**src/rtl/alu_pkg.sv**
```systemverilog
// Shared types and constants for the ALU command issuer: op codes, FSM states
// and the operand/op payload carried through the command FIFO.
package alu_pkg;

  localparam logic [3:0] OP_W = 4'd3;

  localparam logic [2:0] OP_ADD = 3'b000;
  localparam logic [2:0] OP_SUB = 3'b001;
  localparam logic [2:0] OP_AND = 3'b010;
  localparam logic [2:0] OP_OR  = 3'b011;
  localparam logic [2:0] OP_NOP = 3'b100;

  typedef enum logic [1:0] {
    IDLE  = 2'd0,
    ISSUE = 2'd1,
    RESP  = 2'd2
  } issuer_state_t;

  // The tag is parameterised per instance, so it is appended beside this struct
  // rather than inside it.
  typedef struct packed {
    logic [3:0]      a;
    logic [3:0]      b;
    logic [OP_W-1:0] op;
  } alu_cmd_t;

  localparam int CMD_W = $bits(alu_cmd_t);

  function automatic logic op_is_illegal(input logic [OP_W-1:0] op);
    return op > OP_NOP;
  endfunction

endpackage

```
**src/rtl/alu_cmd_issuer_if.sv**
```systemverilog
// Bundles the command, ALU and response signals of the issuer. The master
// modport is the issuer itself; slave is its surrounding environment.
interface alu_cmd_issuer_if #(
  parameter int TAG_W = 2
);

  logic             cmd_valid;
  logic             cmd_ready;
  logic [3:0]       cmd_a;
  logic [3:0]       cmd_b;
  logic [2:0]       cmd_op;
  logic [TAG_W-1:0] cmd_tag;

  logic [3:0]       alu_a;
  logic [3:0]       alu_b;
  logic [2:0]       alu_op_code;
  logic [3:0]       alu_result;

  logic             rsp_valid;
  logic             rsp_ready;
  logic [3:0]       rsp_result;
  logic [TAG_W-1:0] rsp_tag;
  logic             rsp_zero;
  logic             rsp_illegal;

  modport master (
    input  cmd_valid, cmd_a, cmd_b, cmd_op, cmd_tag, alu_result, rsp_ready,
    output cmd_ready, alu_a, alu_b, alu_op_code,
           rsp_valid, rsp_result, rsp_tag, rsp_zero, rsp_illegal
  );

  modport slave (
    output cmd_valid, cmd_a, cmd_b, cmd_op, cmd_tag, alu_result, rsp_ready,
    input  cmd_ready, alu_a, alu_b, alu_op_code,
           rsp_valid, rsp_result, rsp_tag, rsp_zero, rsp_illegal
  );

endinterface

```
**src/rtl/alu_cmd_fifo.sv**
```systemverilog
// Synchronous command FIFO with a combinational head read, so the issuer can
// drive the ALU from the head entry in the same cycle it pops it.
module alu_cmd_fifo #(
  parameter int DEPTH = 4,
  parameter int W     = 13
) (
  input  logic                     clk,
  input  logic                     rst_n,
  input  logic                     push,
  input  logic [W-1:0]             din,
  input  logic                     pop,
  output logic [W-1:0]             dout,
  output logic                     full,
  output logic [$clog2(DEPTH):0]   count
);

  localparam int AW = $clog2(DEPTH);

  logic [W-1:0]  mem_q [DEPTH];
  logic [AW-1:0] wr_ptr_q, wr_ptr_d;
  logic [AW-1:0] rd_ptr_q, rd_ptr_d;
  logic [AW:0]   count_q, count_d;
  logic          do_push, do_pop;

  assign full    = (count_q == (AW+1)'(DEPTH));
  assign do_push = push & ~full;
  assign do_pop  = pop & (count_q != '0);

  // DEPTH is a power of two, so plain pointer overflow is the modulo wrap.
  always_comb begin
    wr_ptr_d = wr_ptr_q;
    rd_ptr_d = rd_ptr_q;
    count_d  = count_q;
    if (do_push) wr_ptr_d = wr_ptr_q + 1'b1;
    if (do_pop)  rd_ptr_d = rd_ptr_q + 1'b1;
    case ({do_push, do_pop})
      2'b10:   count_d = count_q + 1'b1;
      2'b01:   count_d = count_q - 1'b1;
      default: count_d = count_q;
    endcase
  end

  always_ff @(posedge clk or negedge rst_n) begin
    if (!rst_n) begin
      wr_ptr_q <= '0;
      rd_ptr_q <= '0;
      count_q  <= '0;
    end else begin
      wr_ptr_q <= wr_ptr_d;
      rd_ptr_q <= rd_ptr_d;
      count_q  <= count_d;
    end
  end

  always_ff @(posedge clk) begin
    if (do_push) mem_q[wr_ptr_q] <= din;
  end

  assign dout  = mem_q[rd_ptr_q];
  assign count = count_q;

endmodule

```
**src/rtl/alu_cmd_issuer.sv**
```systemverilog
// Buffers ALU commands, issues them one at a time to an external combinational
// ALU and returns each registered result with its tag on a valid/ready port.
module alu_cmd_issuer
  import alu_pkg::*;
#(
  parameter int DEPTH = 4,
  parameter int TAG_W = 2
) (
  input logic              clk,
  input logic              rst_n,
  alu_cmd_issuer_if.master bus
);

  localparam int ENTRY_W = CMD_W + TAG_W;
  localparam int CNT_W   = $clog2(DEPTH) + 1;

  issuer_state_t    state_q, state_d;
  logic             rsp_valid_q, rsp_valid_d;
  logic [3:0]       rsp_result_q, rsp_result_d;
  logic [TAG_W-1:0] rsp_tag_q, rsp_tag_d;
  logic             rsp_zero_q, rsp_zero_d;
  logic             rsp_illegal_q, rsp_illegal_d;

  logic               fifo_push, fifo_pop, fifo_full, has_cmd;
  logic [ENTRY_W-1:0] fifo_din, fifo_dout;
  logic [CNT_W-1:0]   fifo_count;
  alu_cmd_t           in_cmd, head_cmd;
  logic [TAG_W-1:0]   head_tag;

  logic [3:0]      alu_a_c, alu_b_c;
  logic [OP_W-1:0] alu_op_c;

  assign in_cmd.a  = bus.cmd_a;
  assign in_cmd.b  = bus.cmd_b;
  assign in_cmd.op = bus.cmd_op;
  assign fifo_din  = {bus.cmd_tag, in_cmd};
  assign {head_tag, head_cmd} = fifo_dout;

  assign fifo_push = bus.cmd_valid & ~fifo_full;
  assign has_cmd   = (fifo_count != '0);

  alu_cmd_fifo #(
    .DEPTH (DEPTH),
    .W     (ENTRY_W)
  ) u_fifo (
    .clk   (clk),
    .rst_n (rst_n),
    .push  (fifo_push),
    .din   (fifo_din),
    .pop   (fifo_pop),
    .dout  (fifo_dout),
    .full  (fifo_full),
    .count (fifo_count)
  );

  always_comb begin
    state_d       = state_q;
    rsp_valid_d   = rsp_valid_q;
    rsp_result_d  = rsp_result_q;
    rsp_tag_d     = rsp_tag_q;
    rsp_zero_d    = rsp_zero_q;
    rsp_illegal_d = rsp_illegal_q;
    fifo_pop      = 1'b0;
    alu_a_c       = 4'h0;
    alu_b_c       = 4'h0;
    alu_op_c      = OP_NOP;

    case (state_q)
      IDLE: begin
        if (has_cmd) state_d = ISSUE;
      end
      ISSUE: begin
        alu_a_c       = head_cmd.a;
        alu_b_c       = head_cmd.b;
        alu_op_c      = head_cmd.op;
        rsp_result_d  = bus.alu_result;
        rsp_tag_d     = head_tag;
        rsp_zero_d    = (bus.alu_result == 4'h0);
        rsp_illegal_d = op_is_illegal(head_cmd.op);
        rsp_valid_d   = 1'b1;
        fifo_pop      = 1'b1;
        state_d       = RESP;
      end
      RESP: begin
        // The next-state decision uses the registered count; a push landing
        // in this same cycle is only seen from IDLE one cycle later.
        if (rsp_valid_q && bus.rsp_ready) begin
          rsp_valid_d = 1'b0;
          state_d     = has_cmd ? ISSUE : IDLE;
        end
      end
      default: begin
        state_d = IDLE;
      end
    endcase
  end

  always_ff @(posedge clk or negedge rst_n) begin
    if (!rst_n) begin
      state_q       <= IDLE;
      rsp_valid_q   <= 1'b0;
      rsp_result_q  <= 4'h0;
      rsp_tag_q     <= '0;
      rsp_zero_q    <= 1'b0;
      rsp_illegal_q <= 1'b0;
    end else begin
      state_q       <= state_d;
      rsp_valid_q   <= rsp_valid_d;
      rsp_result_q  <= rsp_result_d;
      rsp_tag_q     <= rsp_tag_d;
      rsp_zero_q    <= rsp_zero_d;
      rsp_illegal_q <= rsp_illegal_d;
    end
  end

  assign bus.cmd_ready   = ~fifo_full;
  assign bus.alu_a       = alu_a_c;
  assign bus.alu_b       = alu_b_c;
  assign bus.alu_op_code = alu_op_c;
  assign bus.rsp_valid   = rsp_valid_q;
  assign bus.rsp_result  = rsp_result_q;
  assign bus.rsp_tag     = rsp_tag_q;
  assign bus.rsp_zero    = rsp_zero_q;
  assign bus.rsp_illegal = rsp_illegal_q;

endmodule
```
**src/flat_wrapper.sv**
```systemverilog
// flat-port wrapper written by rule: the top's interface ports become plain ports
module alu_cmd_issuer_flat import alu_pkg::*;
#(
  parameter int DEPTH = 4,
  parameter int TAG_W = 2
)
  (clk, rst_n, bus_cmd_valid, bus_cmd_a, bus_cmd_b, bus_cmd_op, bus_cmd_tag, bus_alu_result, bus_rsp_ready, bus_cmd_ready, bus_alu_a, bus_alu_b, bus_alu_op_code, bus_rsp_valid, bus_rsp_result, bus_rsp_tag, bus_rsp_zero, bus_rsp_illegal);
  alu_cmd_issuer_if #(.TAG_W(TAG_W)) bus_i ();
  input logic clk;
  input logic rst_n;
  input wire logic [$bits(bus_i.cmd_valid)-1:0] bus_cmd_valid;
  input wire logic [$bits(bus_i.cmd_a)-1:0] bus_cmd_a;
  input wire logic [$bits(bus_i.cmd_b)-1:0] bus_cmd_b;
  input wire logic [$bits(bus_i.cmd_op)-1:0] bus_cmd_op;
  input wire logic [$bits(bus_i.cmd_tag)-1:0] bus_cmd_tag;
  input wire logic [$bits(bus_i.alu_result)-1:0] bus_alu_result;
  input wire logic [$bits(bus_i.rsp_ready)-1:0] bus_rsp_ready;
  output wire logic [$bits(bus_i.cmd_ready)-1:0] bus_cmd_ready;
  output wire logic [$bits(bus_i.alu_a)-1:0] bus_alu_a;
  output wire logic [$bits(bus_i.alu_b)-1:0] bus_alu_b;
  output wire logic [$bits(bus_i.alu_op_code)-1:0] bus_alu_op_code;
  output wire logic [$bits(bus_i.rsp_valid)-1:0] bus_rsp_valid;
  output wire logic [$bits(bus_i.rsp_result)-1:0] bus_rsp_result;
  output wire logic [$bits(bus_i.rsp_tag)-1:0] bus_rsp_tag;
  output wire logic [$bits(bus_i.rsp_zero)-1:0] bus_rsp_zero;
  output wire logic [$bits(bus_i.rsp_illegal)-1:0] bus_rsp_illegal;
  assign bus_i.cmd_valid = bus_cmd_valid;
  assign bus_i.cmd_a = bus_cmd_a;
  assign bus_i.cmd_b = bus_cmd_b;
  assign bus_i.cmd_op = bus_cmd_op;
  assign bus_i.cmd_tag = bus_cmd_tag;
  assign bus_i.alu_result = bus_alu_result;
  assign bus_i.rsp_ready = bus_rsp_ready;
  assign bus_cmd_ready = bus_i.cmd_ready;
  assign bus_alu_a = bus_i.alu_a;
  assign bus_alu_b = bus_i.alu_b;
  assign bus_alu_op_code = bus_i.alu_op_code;
  assign bus_rsp_valid = bus_i.rsp_valid;
  assign bus_rsp_result = bus_i.rsp_result;
  assign bus_rsp_tag = bus_i.rsp_tag;
  assign bus_rsp_zero = bus_i.rsp_zero;
  assign bus_rsp_illegal = bus_i.rsp_illegal;
  alu_cmd_issuer #(.DEPTH(DEPTH), .TAG_W(TAG_W)) u_core (.clk(clk), .rst_n(rst_n), .bus(bus_i));
endmodule
```
**config.mk**
```make
export PLATFORM = sky130hd
export DESIGN_NAME = alu_cmd_issuer_flat
export DESIGN_NICKNAME = d
export VERILOG_FILES = /design/src/rtl/alu_pkg.sv /design/src/rtl/alu_cmd_issuer_if.sv /design/src/rtl/alu_cmd_fifo.sv /design/src/rtl/alu_cmd_issuer.sv /design/src/flat_wrapper.sv
export SDC_FILE = /design/constraint.sdc
export NUM_CORES = 1
export LEC_CHECK = 0
export BUFFER_PORTS_ARGS = -buffer_cell sky130_fd_sc_hd__buf_2
export CELL_PAD_IN_SITES_DETAIL_PLACEMENT = 1
export CELL_PAD_IN_SITES_GLOBAL_PLACEMENT = 2
export CORE_UTILIZATION = 37
export DETAILED_ROUTE_END_ITERATION = 8
export PLACE_DENSITY = 0.79
export SYNTH_ARGS = -nofsm -noshare
export SYNTH_HDL_FRONTEND = slang
export SYNTH_SLANG_ARGS = --single-unit
```
**constraint.sdc**
```tcl
create_clock -name clk -period 2.05 [get_ports clk]
set_input_delay 0.41 -clock clk [delete_from_list [all_inputs] [get_ports clk]]
set_output_delay 0.41 -clock clk [all_outputs]
set_load 0.03 [all_outputs]
```
## Word level (Yosys, flattened, before mapping)

Memories as Yosys holds them, arrays and structs flattened.
Index checks and enable logic that the tools add are counted.
Widths: inputs -> output; s select.

| storage, ports and cells | value |
|---|---|
| register bits | 18 |
| latch bits | 0 |
| RAM bits | 52 |
| memory bits (read-only) | 0 |
| bits of input ports | 21 |
| output and inout bits | 21 |
| word-level logic and storage cells | 47 |
| memories | 1 |

Memories:

| name | words | width | read ports | clocked after memory_dff | wr ports | line | text |
|---|---|---|---|---|---|---|---|
| u_core.u_fifo.mem_q | 4 | 13 | 1 | 0 | 1 | alu_cmd_fifo.sv:19 | `logic [W-1:0] mem_q [DEPTH];` |

| cells by class | value |
|---|---|
| $add $sub $neg | 4 |
| multipliers | 0 |
| div/mod/pow operators | 0 |
| order comparisons | 1 |
| eq/ne operators | 7 |
| shift-type cells | 0 |
| multiplexer cells | 13 |
| bitwise gates (word level) | 4 |
| reduce and logical (&&, ||, !) cells | 8 |

Operator list:

| operator | number |
|---|---|
| $mux 4 | 2 |
| $pmux 2 s3 | 1 |
| $pmux 3 s2 | 1 |
| $mux 1 | 5 |
| $add 2x1->2 const B | 2 |
| $eq 2x1->1 const B | 2 |
| $eq 2x2->1 const B | 2 |
| $logic_not 4->1 | 1 |
| $mux 2 | 2 |
| $ne 2x1->1 const B | 2 |
| $reduce_and 2->1 | 2 |
| $reduce_bool 2->1 | 2 |
| $add 3x1->3 const B | 1 |
| $and 1x1->1 | 3 |
| $eq 3x3->1 const B | 1 |
| $gt 3x3->1 const B | 1 |
| $mux 3 | 1 |
| $reduce_bool 3->1 | 1 |
| $sub 3x1->3 const B | 1 |
| $logic_not 2->1 | 1 |
| $pmux 1 s2 | 1 |
| $logic_and 1x1->1 | 1 |
| $not 1->1 | 1 |

## Depth between registers and ports, before layout

Gate-level depths: netlist of the first run.

| logic depth | value |
|---|---|
| depth in word-level cells | 6 |
| mapped depth | 9 |

## Modules after synthesis

Synthesis of the first run repeated with hierarchy kept, for this count alone.

| second synthesis, totals | value |
|---|---|
| cells, all modules | 149 |
| area total of the unflattened synthesis | 2886.5 µm² |

By module, submodules not included:

| module | instances | cells an instance | area each (µm²) | seq. area each (µm²) |
|---|---|---|---|---|
| alu_cmd_fifo | 1 | 104 | 2326.0 | 1736.7 |
| alu_cmd_issuer | 1 | 45 | 560.5 | 275.3 |

## Worst setup path after synthesis of the first run

OpenSTA, ideal clock, no wires.

| path | value |
|---|---|
| kind | register to register |
| start | register u_core.u_fifo.count_q[0], in the netlist u_core.u_fifo.count[0] |
| end | register u_core.u_fifo.count_q[2], in the netlist u_core.u_fifo.count[2] |
| arrival | 2.070 ns |
| slack | -0.099 ns |
| cell stages (with the launch flop) | 10 |
| path buffers | 0 |
| period minus slack after synthesis | 2.149 ns |
| path through | dfrtp_1 -> or3b_4 -> and2_4 -> inv_1 -> ha_1 -> inv_1 -> fa_1 -> xor2_1 -> nor2_1 -> xor2_1 |

| on the way | value |
|---|---|
| cells in the longest elaborated chain, start to end | 6 |
| elaborated cells on any way between the ends | 12 |

Ends and longest elaborated chain:

| element | line | text |
|---|---|---|
| from (decl) | alu_cmd_fifo.sv:22 | `logic [AW:0] count_q, count_d;` |
| from (signal assigned) | alu_cmd_fifo.sv:51 | `count_q <= count_d;` |
| $eq 3x3->1 * | alu_cmd_fifo.sv:25 | `assign full = (count_q == (AW+1)'(DEPTH));` |
| $not 1->1 * | - |  |
| named net bus_cmd_ready | flat_wrapper.sv:18 | `output wire logic [$bits(bus_i.cmd_ready)-1:0] bus_cmd_ready;` |
| $and 1x1->1 | alu_cmd_issuer.sv:39 | `assign fifo_push = bus.cmd_valid & ~fifo_full;` |
| $and 1x1->1 * | alu_cmd_fifo.sv:26 | `assign do_push = push & ~full;` |
| $eq 2x1->1 or $eq 2x2->1 (tied branches) | alu_cmd_fifo.sv:36 | `case ({do_push, do_pop})` |
| $pmux 3 s2 or $reduce_bool 2->1 (tied branches) | - |  |

The timed path passes the listed nets; every way through them passes the cells marked *.
A chain may end at the register's enable or synchronous reset.

## Worst setup path after layout of the first run

| path | value |
|---|---|
| start | register u_core.u_fifo.rd_ptr_q[0] |
| end | output port bus_alu_a[3] |

| on the way | value |
|---|---|
| cells in the longest elaborated chain, start to end | 2 |

Ends and longest elaborated chain:

| element | line | text |
|---|---|---|
| from (decl) | alu_cmd_fifo.sv:21 | `logic [AW-1:0] rd_ptr_q, rd_ptr_d;` |
| from (signal assigned) | alu_cmd_fifo.sv:50 | `rd_ptr_q <= rd_ptr_d;` |
| $mem_v2 4x13 | - |  |
| $mux 4 | alu_cmd_issuer.sv:68 | `case (state_q)` |
| to (decl) | flat_wrapper.sv:19 | `output wire logic [$bits(bus_i.alu_a)-1:0] bus_alu_a;` |

Every way passes these cells.

==> results of run 1 <==
## layout make-up
class                   instances  area, um2
clock buffers                   9        124
clock inverters                 7       88.8
fillers                       750       3750
inverters                       7       28.8
multi-input cells              68        752
flip-flops and latches         70       2010
well taps                      99        124
repair buffers                 55        413
## layer usage
metal / share of wire, % / vias up
li1: - / 689
met1: 41 / 770
met2: 53 / 33
met3: 3.5 / 9
met4: 2.5 / 0
met5: 0 / -
## registers in the layout, summed over array words and instances (netlist names), 2 cells and up
name and count:
u_core.bus.rsp_result 4, u_core.u_fifo.mem_q 52, u_core.u_fifo.wr_ptr_q 2, u_core.u_fifo.count 3, u_core.u_fifo.rd_ptr_q 2, u_core.state_q 2
u_core.bus.rsp_tag 2
## power by group
part	switching [mW]	internal [mW]
sequential	0.167	1.94
combinational	1.19	1.12
clock	0.509	0.676
total	1.86	3.74
## cells by family after synthesis
kind of cell	count (synthesis)	synth area share, %
flops	70	71.8
simple gates	28	6.11
mux	21	13.7
buf+inv	13	2.23
compound gates	7	1.34
xor+xnor	6	1.87
fa+ha+maj	6	2.95
## through the flow
step	area [um2]	util (%)	setup TNS (ns)	cells
after floorplan	2820	-	-0.00602	151
after global placement	3190	43.7	0	292
after CTS	3510	48.1	-1.58	313
after global routing	3540	48.6	-2.19	315
final	3540	48.6	-1.28	315
after detailed placement	3190	43.7	0	292
## how the worst max path moves through the flow
stage	start	slack [ns]	end
2_1_floorplan	u_core.u_fifo.count[0]$_DFFE_PN0P_	-0.006	u_core.u_fifo.count[2]$_DFFE_PN0P_
3_3_place_gp	u_core.u_fifo.count[1]$_DFFE_PN0P_	0.06	u_core.u_fifo.count[2]$_DFFE_PN0P_
3_5_place_dp	u_core.u_fifo.count[1]$_DFFE_PN0P_	0.02	u_core.u_fifo.count[2]$_DFFE_PN0P_
4_1_cts	u_core.u_fifo.rd_ptr_q[0]$_DFFE_PN0P_	-0.17	bus_alu_op_code[2]
5_1_grt	u_core.u_fifo.rd_ptr_q[0]$_DFFE_PN0P_	-0.24	bus_alu_a[3]
6_report	u_core.u_fifo.rd_ptr_q[0]$_DFFE_PN0P_	-0.16	bus_alu_a[3]
## what timing repair did
item | 4_1_cts | 5_1_grt
cloned | 1 | 0
pin swaps | 0 | 5
hold buffers | 1 | 0
resized for setup | 14 | 7
setup endpoints to repair | 11 | 12
hold endpoints to repair | 18 | 0
buffers inserted | 3 | 2
## cells in the final DEF, fill, tap and decap left out, types with 2 or more instances in the layout
cell	count
edfxtp_1	52
mux2_2	6
mux4_2	13
buf_2	30
dfrtp_1	17
clkinv_1	2
o21ai_0	4
nor2_1	2
nor2b_1	7
bufinv_16	2
xnor2_1	2
nand2_1	5
xor2_1	4
and3_2	4
a21oi_1	2
inv_1	5
buf_4	16
buf_6	4
buf_12	3
nor2b_2	3
ha_1	4
clkbuf_8	9
==> flow_metrics.py, run 1 <==
metrics = {
    "global_routing": {
        "grt_pass1_wl_mm": 7.97,
        "overflow": 0,
        "grt_antenna_before_repair": 0,
        "met1_usage_pct": 16.9,
        "use_met2_pct": 24.5,
        "grt_pass1_vias": 1609,
        "grt_start_max_net_pins": 24,
        "top_usage_layer": "met2",
        "gr-usage-all-layers_pct": 14.7,
        "use_met3_pct": 4.34,
    },
    "worst_setup_path": {
        "path_max_fanout": 6,
        "cpMaxStageDelayCell": "mux4_2",
        "critical_path_required_ns": 1.64,
        "path_class": "flip-flop to output port",
        "r2r_slack_ns": 0.07,
        "critPathMaxStageDelay_ns": 0.50,
        "rr_worst_depth": 9,
        "cp-start-kind": "flip-flop",
        "cp_top_family": "multiplexers",
        "critPathCaptureType": "output port",
        "path_depth": 5,
        "reg2reg_from": "u_core.u_fifo.count[0]$_DFFE_PN0P_",
        "worst_r2r_endpoint": "u_core.u_fifo.count[2]$_DFFE_PN0P_",
        "path_cells": "buf_12 > buf_16 > mux4_2 > nor2b_2 > buf_6",
        "arrival_ns": 1.80,
        "worst-path-buf-inv": 3,
    },
    "logic_synthesis": {
        "synth_common_cells": "52 x edfxtp_1, 18 x dfrtp_1, 13 x mux4_2, 10 x nor2b_1, 7 x inv_1",
        "ys_ff_latch": 70,
        "ys_warn_count": 0,
        "async_flop_share_pct": 25.7,
        "ys.flop_type": "edfxtp_1",
        "synth_area_per_cell_um2": 18.6,
        "syn_area_um2": 2800,
        "synth_edf_count": 52,
        "synth_most_common_cell": "edfxtp_1",
        "synth_nets": 178,
        "yosysTopAreaCellShare_pct": 55.7,
        "netlist_instances": 151,
        "synth.largest_area_cell": "edfxtp_1",
        "synthTopCellsByArea": "edfxtp_1 56%, dfrtp_1 16%, mux4_2 10%",
        "ys_types": 29,
        "synth_sequential_area_ratio_pct": 71.8,
    },
    "sta": {
        "grt_setup_unrepaired": "yes",
        "finalHoldViolations": 0,
        "slew_violations": 0,
        "fin_crit_ns": 2.21,
        "fin_ws_ns": -0.161,
        "finalSetupViolCount": 11,
        "clock_skew_ns": 0.00412,
        "whs_ns": 0.286,
        "post-route-period-util_pct": 108,
        "max_freq_mhz": 452,
        "slew_headroom_pct": 72.2,
        "worst_slew_pin_slew_ns": 0.417,
    },
    "floorplanning": {
        "die_y_um": 89.1,
        "initial_core_util_pct": 38.5,
        "pin_count": 42,
        "die_area_um2": 7930,
        "die_w_um": 89.1,
        "num_rows": 31,
        "core_um2": 7290,
    },
    "power": {
        "p_per_area_nw_per_um2": 1580,
        "vdd_drop_max_mv": 0.513,
        "p_total_mw": 5.60,
        "leakagePower_nw": 1.37,
    },
    "outcome": {
        "violations": "setup timing",
        "status": "finished with violations",
    },
    "place": {
        "dp_hpwl_mm": 3.40,
        "place_congestion": 0.663,
        "pre_cts_ws_ns": 0.0216,
        "io_buffers": 41,
    },
    "cts": {
        "clk_pin_slew_ns": 0.07,
        "clk_path_buf_depth": 2,
        "insertion_delay_ns": 0.34,
        "cts_tree": "done",
        "cts.sinks": 70,
        "cts_max_level": 3,
        "cts-root-buf": "clkbuf_8",
        "cts_buffers": 9,
    },
    "cells_and_area": {
        "fin_nets": 238,
        "syn_to_final_growth_pct": 26.4,
        "diodes": 0,
        "drive_gt1_share_pct": 47.2,
    },
    "routing": {
        "drt_wl_total_mm": 5.15,
        "drc": 0,
        "vias": 1501,
        "avgViaCountPerCell": 4.77,
        "wl_per_cell_um": 16.4,
        "drt_iter0_drc": 56,
        "ant_nets": 0,
        "drtPass1Iterations": 4,
    },
    "min_path": {
        "holdPathEnd": "u_core.u_fifo.mem_q[0][10]$_DFFE_PP_",
        "hp-class": "primary input to flip-flop",
        "hold_start": "bus_cmd_a[3]",
        "hold_path_depth": 1,
    },
    "job": {
        "cap_violations": 0,
    },
}
(Power assumes the default switching activity.)
==> run 2, diff against run 1 <==
CELL_PAD_IN_SITES_DETAIL_PLACEMENT = 0   (was 1)
==> run 2 against run 1 <==
The flow still finishes with violations (setup timing). Wire length shrank 9.4%. Clock power shrank 13%. Register-to-register slack is essentially flat. Fmax grew 1.5%. Utilization shrank 0.96 points. Cell area shrank 2.0%. Cell count shrank 0.32%. Global-route usage shrank 1.4 points. Largest cell class unchanged. Critical endpoint is now bus_alu_op_code[2]. Largest power group unchanged. Worst setup slack gained 0.032 ns. Clock skew grew 0.0049 ns.
==> flow_metrics.py, run 2 (synthesis results as in run 1) <==
metrics = {
    "cts": {
        "insertion_delay_ns": 0.34,
        "cts_buffers": 9,
        "cts.sinks": 70,
        "cts_max_level": 3,
        "cts_tree": "done",
        "clk_pin_slew_ns": 0.07,
        "clk_path_buf_depth": 2,
        "cts-root-buf": "clkbuf_8",
    },
    "floorplanning": {
        "die_y_um": 89.1,
        "initial_core_util_pct": 38.5,
        "num_rows": 31,
        "die_w_um": 89.1,
        "core_um2": 7290,
        "die_area_um2": 7930,
        "pin_count": 42,
    },
    "power": {
        "intPower_mw": 3.54,
        "p_per_area_nw_per_um2": 1540,
        "pwr-share-comb_pct": 41.3,
        "vdd_drop_max_mv": 0.460,
        "leakagePower_nw": 1.33,
        "switching_share_pct": 33.7,
        "p_total_mw": 5.33,
        "p_switching_mw": 1.80,
        "pwr-share-seq_pct": 39.4,
        "clockPowerShare_pct": 19.3,
    },
    "worst_setup_path": {
        "path_max_fanout": 7,
        "r2r_slack_ns": 0.07,
        "critical_path_required_ns": 1.64,
        "path_class": "flip-flop to output port",
        "cp-start-kind": "flip-flop",
        "arrival_ns": 1.77,
        "startpoint": "u_core.u_fifo.rd_ptr_q[0]$_DFFE_PN0P_",
        "critPathCaptureType": "output port",
        "reg2reg_from": "u_core.u_fifo.count[0]$_DFFE_PN0P_",
        "worst_r2r_endpoint": "u_core.u_fifo.count[2]$_DFFE_PN0P_",
        "rr_worst_depth": 9,
    },
    "routing": {
        "drc": 0,
        "wl_per_cell_um": 14.9,
        "drtPass1Iterations": 4,
        "ant_nets": 0,
        "avgViaCountPerCell": 4.62,
        "drt_iter0_drc": 55,
        "drt_wl_total_mm": 4.67,
        "vias": 1450,
    },
    "cells_and_area": {
        "drive_gt1_share_pct": 45.6,
        "final_common_cell": "edfxtp_1",
        "diodes": 0,
        "final_cell_count_no_fill": 314,
        "fin_nets": 237,
        "syn_to_final_growth_pct": 23.9,
        "postLayoutCellArea_um2": 3470,
        "final_cell_mix": "52 x edfxtp_1, 30 x buf_2, 18 x buf_4",
        "largest_reg_flops": 52,
        "top_register": "u_core.u_fifo.mem_q",
    },
    "sta": {
        "clock_skew_ns": 0.00897,
        "setup-tns-final_ns": -0.708,
        "post-route-period-util_pct": 106,
        "fin_crit_ns": 2.18,
        "slew_headroom_pct": 72.1,
        "whs_ns": 0.283,
        "grt_setup_unrepaired": "yes",
        "finalSetupViolCount": 11,
        "fin_ws_ns": -0.129,
        "finalHoldViolations": 0,
        "slew_violations": 0,
        "max_freq_mhz": 459,
        "worst_slew_pin_slew_ns": 0.419,
    },
    "global_routing": {
        "grt_start_max_net_pins": 24,
        "grt_pass1_wl_mm": 7.29,
        "gr-usage-all-layers_pct": 13.3,
        "grt_pass1_vias": 1445,
        "grt_antenna_before_repair": 0,
        "overflow": 0,
    },
    "job": {
        "cap_violations": 0,
    },
    "place": {
        "dp_hpwl_mm": 3.03,
        "place_congestion": 0.663,
        "io_buffers": 41,
        "dp_cells": 292,
        "placed_area_um2": 3190,
    },
    "min_path": {
        "hold_path_depth": 1,
        "hold_start": "bus_cmd_a[1]",
        "holdPathEnd": "u_core.u_fifo.mem_q[0][8]$_DFFE_PP_",
        "hp-class": "primary input to flip-flop",
    },
    "outcome": {
        "violations": "setup timing",
        "status": "finished with violations",
    },
}
==> run 2: cell count changes in the layout (fill, tap and decap cells not counted), moves of 2 or more <==
cell and delta:
buf_4 +2, bufinv_16 -2, clkbuf_1 +3, clkinv_1 -2
nor2b_1 +2, nor2b_2 -3
==> run 2: repair_timing <==
item / CTS / global route
hold buffers: 1 / 0
endpoints found under the hold margin: 8 / 0
pin swaps: 0 / 4
gates cloned: 1 / 0
gates resized for setup: 15 / 3
buffers inserted: 3 / 2
setup endpoints to repair: 11 / 12
==> run 2: worst max-delay path, cell delays in order, from the launching register on <==
cell and delay (ns):
dfrtp_2 0.40, buf_12 0.14, mux4_2 0.51, or2_1 0.24, buf_6 0.14
==> run 2: power groups by stage <==
stage,Sequential (mW),Combinational [mW],Clock (mW)
6_report,2.10,2.20,1.03
5_1_grt,2.14,2.40,1.12
4_1_cts,2.11,2.26,1.05
3_5_place_dp,2.13,2.08,0
3_3_place_gp,2.11,2.07,0
2_1_floorplan,2.27,1.32,0
==> run 2: layout make-up <==
type	count	area, um2
clock buffer	14	174
clock inverter	2	15.0
fill	680	3820
inverter	7	26.3
multi-input combinational	68	752
sequential	70	2010
tap	99	124
timing repair buffer	54	369
==> run 2: metrics by stage <==
| stage | util [%] | setup slack (ns) |
|---|---|---|
| floorplan | - | -0.00602 |
| global placement | 43.7 | 0.0561 |
| detailed placement | 43.7 | 0.0364 |
| CTS | 47.6 | -0.166 |
| global route | 47.6 | -0.200 |
| finish | 47.6 | -0.129 |
==> run 2: per-layer routing <==
layer / up-vias / wire length [um] / track usage [%]
met5: - / 0 / 0
met4: 0 / 129 / 8.66
met3: 10 / 168 / 2.95
met2: 34 / 2290 / 21.3
met1: 722 / 2080 / 16.4
li1: 684 / - / -
==> run 2: worst max path at each step <==
stage	endpoint	slack, ns	cells after the start
2_1_floorplan	u_core.u_fifo.count[2]$_DFFE_PN0P_	-0.006	9
3_3_place_gp	u_core.u_fifo.count[2]$_DFFE_PN0P_	0.06	9
3_5_place_dp	u_core.u_fifo.count[2]$_DFFE_PN0P_	0.04	9
4_1_cts	bus_alu_op_code[2]	-0.17	4
5_1_grt	bus_alu_op_code[2]	-0.20	4
6_report	bus_alu_op_code[2]	-0.13	4
==> run 3, diff against run 2 <==
GPL_TIMING_DRIVEN = 0   (was default)
==> run 3 against run 2 <==
The run still ends with setup timing left. Hold slack lost 0.27 ns. Utilization is 1.7 points higher. Sequential cell count did not move. Largest cell class unchanged. Highest routed layer unchanged.
==> flow_metrics.py, run 3 (synthesis results as in run 1) <==
metrics = {
    "outcome": {
        "status": "finished with violations",
        "violations": "setup timing",
    },
    "cells_and_area": {
        "drive_gt1_share_pct": 50.0,
        "final_cell_mix": "52 x edfxtp_1, 30 x buf_2, 18 x dfrtp_1",
        "final_common_cell": "edfxtp_1",
        "top_register": "u_core.u_fifo.mem_q",
        "syn_to_final_growth_pct": 28.4,
        "largest_reg_flops": 52,
        "diodes": 0,
        "fin_nets": 236,
        "nFillCells": 660,
        "final_cell_count_no_fill": 313,
    },
    "worst_setup_path": {
        "cp-start-kind": "flip-flop",
        "cpMostUsedCell": "buf_6",
        "path_class": "flip-flop to output port",
        "critPathCaptureType": "output port",
        "r2r_slack_ns": 0.02,
        "cpMaxStageDelayCell": "mux4_2",
        "path_max_fanout": 6,
        "path_cells": "buf_6 > clkbuf_16 > mux4_2 > nor2b_4 > buf_6",
        "critical_path_required_ns": 1.64,
        "critPathMaxStageDelay_ns": 0.49,
        "arrival_ns": 1.73,
    },
    "power": {
        "p_per_area_nw_per_um2": 1580,
        "pwr-share-comb_pct": 42.5,
        "p_total_mw": 5.70,
        "clockPowerShare_pct": 20.4,
        "switching_share_pct": 32.9,
        "pwr-share-seq_pct": 37.1,
        "leakagePower_nw": 1.40,
        "p_switching_mw": 1.87,
        "vdd_drop_max_mv": 0.448,
        "intPower_mw": 3.82,
    },
    "cts": {
        "clk_path_buf_depth": 2,
        "cts.sinks": 70,
        "postCtsHoldBufs": 0,
        "cts-root-buf": "clkbuf_8",
        "insertion_delay_ns": 0.33,
        "cts_max_level": 3,
        "cts_tree": "done",
        "cts_buffers": 9,
        "clk_pin_slew_ns": 0.07,
    },
    "floorplanning": {
        "num_rows": 31,
        "die_y_um": 89.1,
        "initial_core_util_pct": 38.5,
        "pin_count": 42,
        "die_w_um": 89.1,
        "core_um2": 7290,
        "die_area_um2": 7930,
    },
    "routing": {
        "ant_nets": 0,
        "drt_iter0_drc": 62,
        "drtPass1Iterations": 4,
        "drc": 0,
        "drt_wl_total_mm": 4.93,
        "avgViaCountPerCell": 4.63,
        "vias": 1449,
        "wl_per_cell_um": 15.8,
    },
    "global_routing": {
        "grt_start_max_net_pins": 19,
        "overflow": 0,
        "grt_antenna_before_repair": 0,
        "gr-usage-all-layers_pct": 13.8,
        "grt_pass1_vias": 1484,
        "grt_pass1_wl_mm": 7.58,
    },
    "place": {
        "io_buffers": 41,
        "place_congestion": 0.692,
        "dp_hpwl_mm": 3.18,
        "dp_cells": 291,
    },
    "sta": {
        "fin_ws_ns": -0.0939,
        "worst_slew_pin_slew_ns": 0.445,
        "slew_violations": 0,
        "grt_setup_unrepaired": "yes",
        "post-route-period-util_pct": 105,
        "slew_headroom_pct": 70.1,
        "setup-tns-final_ns": -0.743,
        "fin_crit_ns": 2.14,
        "finalSetupViolCount": 10,
        "finalHoldViolations": 0,
        "clock_skew_ns": 0.00727,
        "max_freq_mhz": 466,
    },
    "job": {
        "cap_violations": 0,
    },
    "min_path": {
        "hp-class": "primary input to async pin",
    },
}
[run 3: changes by cell type in the layout (fill, tap and decap cells not counted), moves of 2 or more]
cell and change:
nor2b_4 +9, nor2b_1 -9, bufinv_16 +2, buf_4 -10
buf_6 +9
[run 3: power by group through the flow]
stage | Clock (mW) | Sequential [mW] | Combinational, mW
floorplan | 0 | 2.27 | 1.32
finish | 1.16 | 2.11 | 2.42
global placement | 0 | 2.13 | 1.94
CTS | 1.19 | 2.12 | 2.14
detailed placement | 0 | 2.15 | 1.95
global route | 1.27 | 2.15 | 2.61
[run 3: cell type report]
type	instances	area, um2	share of cell area (%)
Sequential cell	70	2010	55.9
Multi-Input combinational cell	68	825	22.9
Timing Repair Buffer	48	344	9.56
Clock buffer	12	135	3.75
Tap cell	99	124	3.44
Clock inverter	4	71.3	1.98
Buffer	5	60.1	1.67
Inverter	7	28.8	0.799
[run 3: final timing paths]
| path | start | to | cells past startpoint |
|---|---|---|---|
| worst max-delay path | u_core.u_fifo.rd_ptr_q[0]$_DFFE_PN0P_ | bus_alu_b[3] | 5 |
| worst min-delay path | rst_n | u_core.bus.rsp_result[2]$_DFFE_PN0N_ | 1 |
| worst max register to register | u_core.u_fifo.count[0]$_DFFE_PN0P_ | u_core.u_fifo.count[2]$_DFFE_PN0P_ | 9 |
| worst min register to register | u_core.bus.rsp_zero$_DFFE_PN0N_ | u_core.bus.rsp_zero$_DFFE_PN0N_ | 2 |
| max in group asynchronous | rst_n | u_core.u_fifo.rd_ptr_q[0]$_DFFE_PN0P_ | 1 |
| min in group clk | bus_cmd_a[3] | u_core.u_fifo.mem_q[2][10]$_DFFE_PP_ | 1 |
[run 3: metrics by stage]
step / area (um2) / hold WS, ns / util (%) / setup slack (ns)
finish: 3600 / 0.0108 / 49.4 / -0.0939
floorplan: 2820 / 0.114 / - / -0.00602
global placement: 3150 / 0.373 / 43.2 / -0.0277
CTS: 3440 / 0.00786 / 47.2 / -0.159
global route: 3600 / 0.0242 / 49.4 / -0.170
detailed placement: 3150 / 0.376 / 43.2 / -0.0114
[run 3: what timing repair did]
action	CTS	global route
buffers inserted	2	4
endpoints found under the setup margin	12	12
cloned	0	1
gates resized for setup	22	30
pin swaps	0	5
[run 3: metal layers]
layer	routed length [um]	vias to the layer above	track usage, %
li1	-	683	-
met1	2190	726	17.0
met2	2410	33	22.3
met3	234	7	4.16
met4	95	0	7.07
met5	0	-	0
[run 3: critical path, delay by kind of cell, from the launching register on]
family	cells	cell delay, ns
muxes	1	0.49
buffers and inverters	3	0.44
DFF	1	0.34
and+or+nand+nor	1	0.14
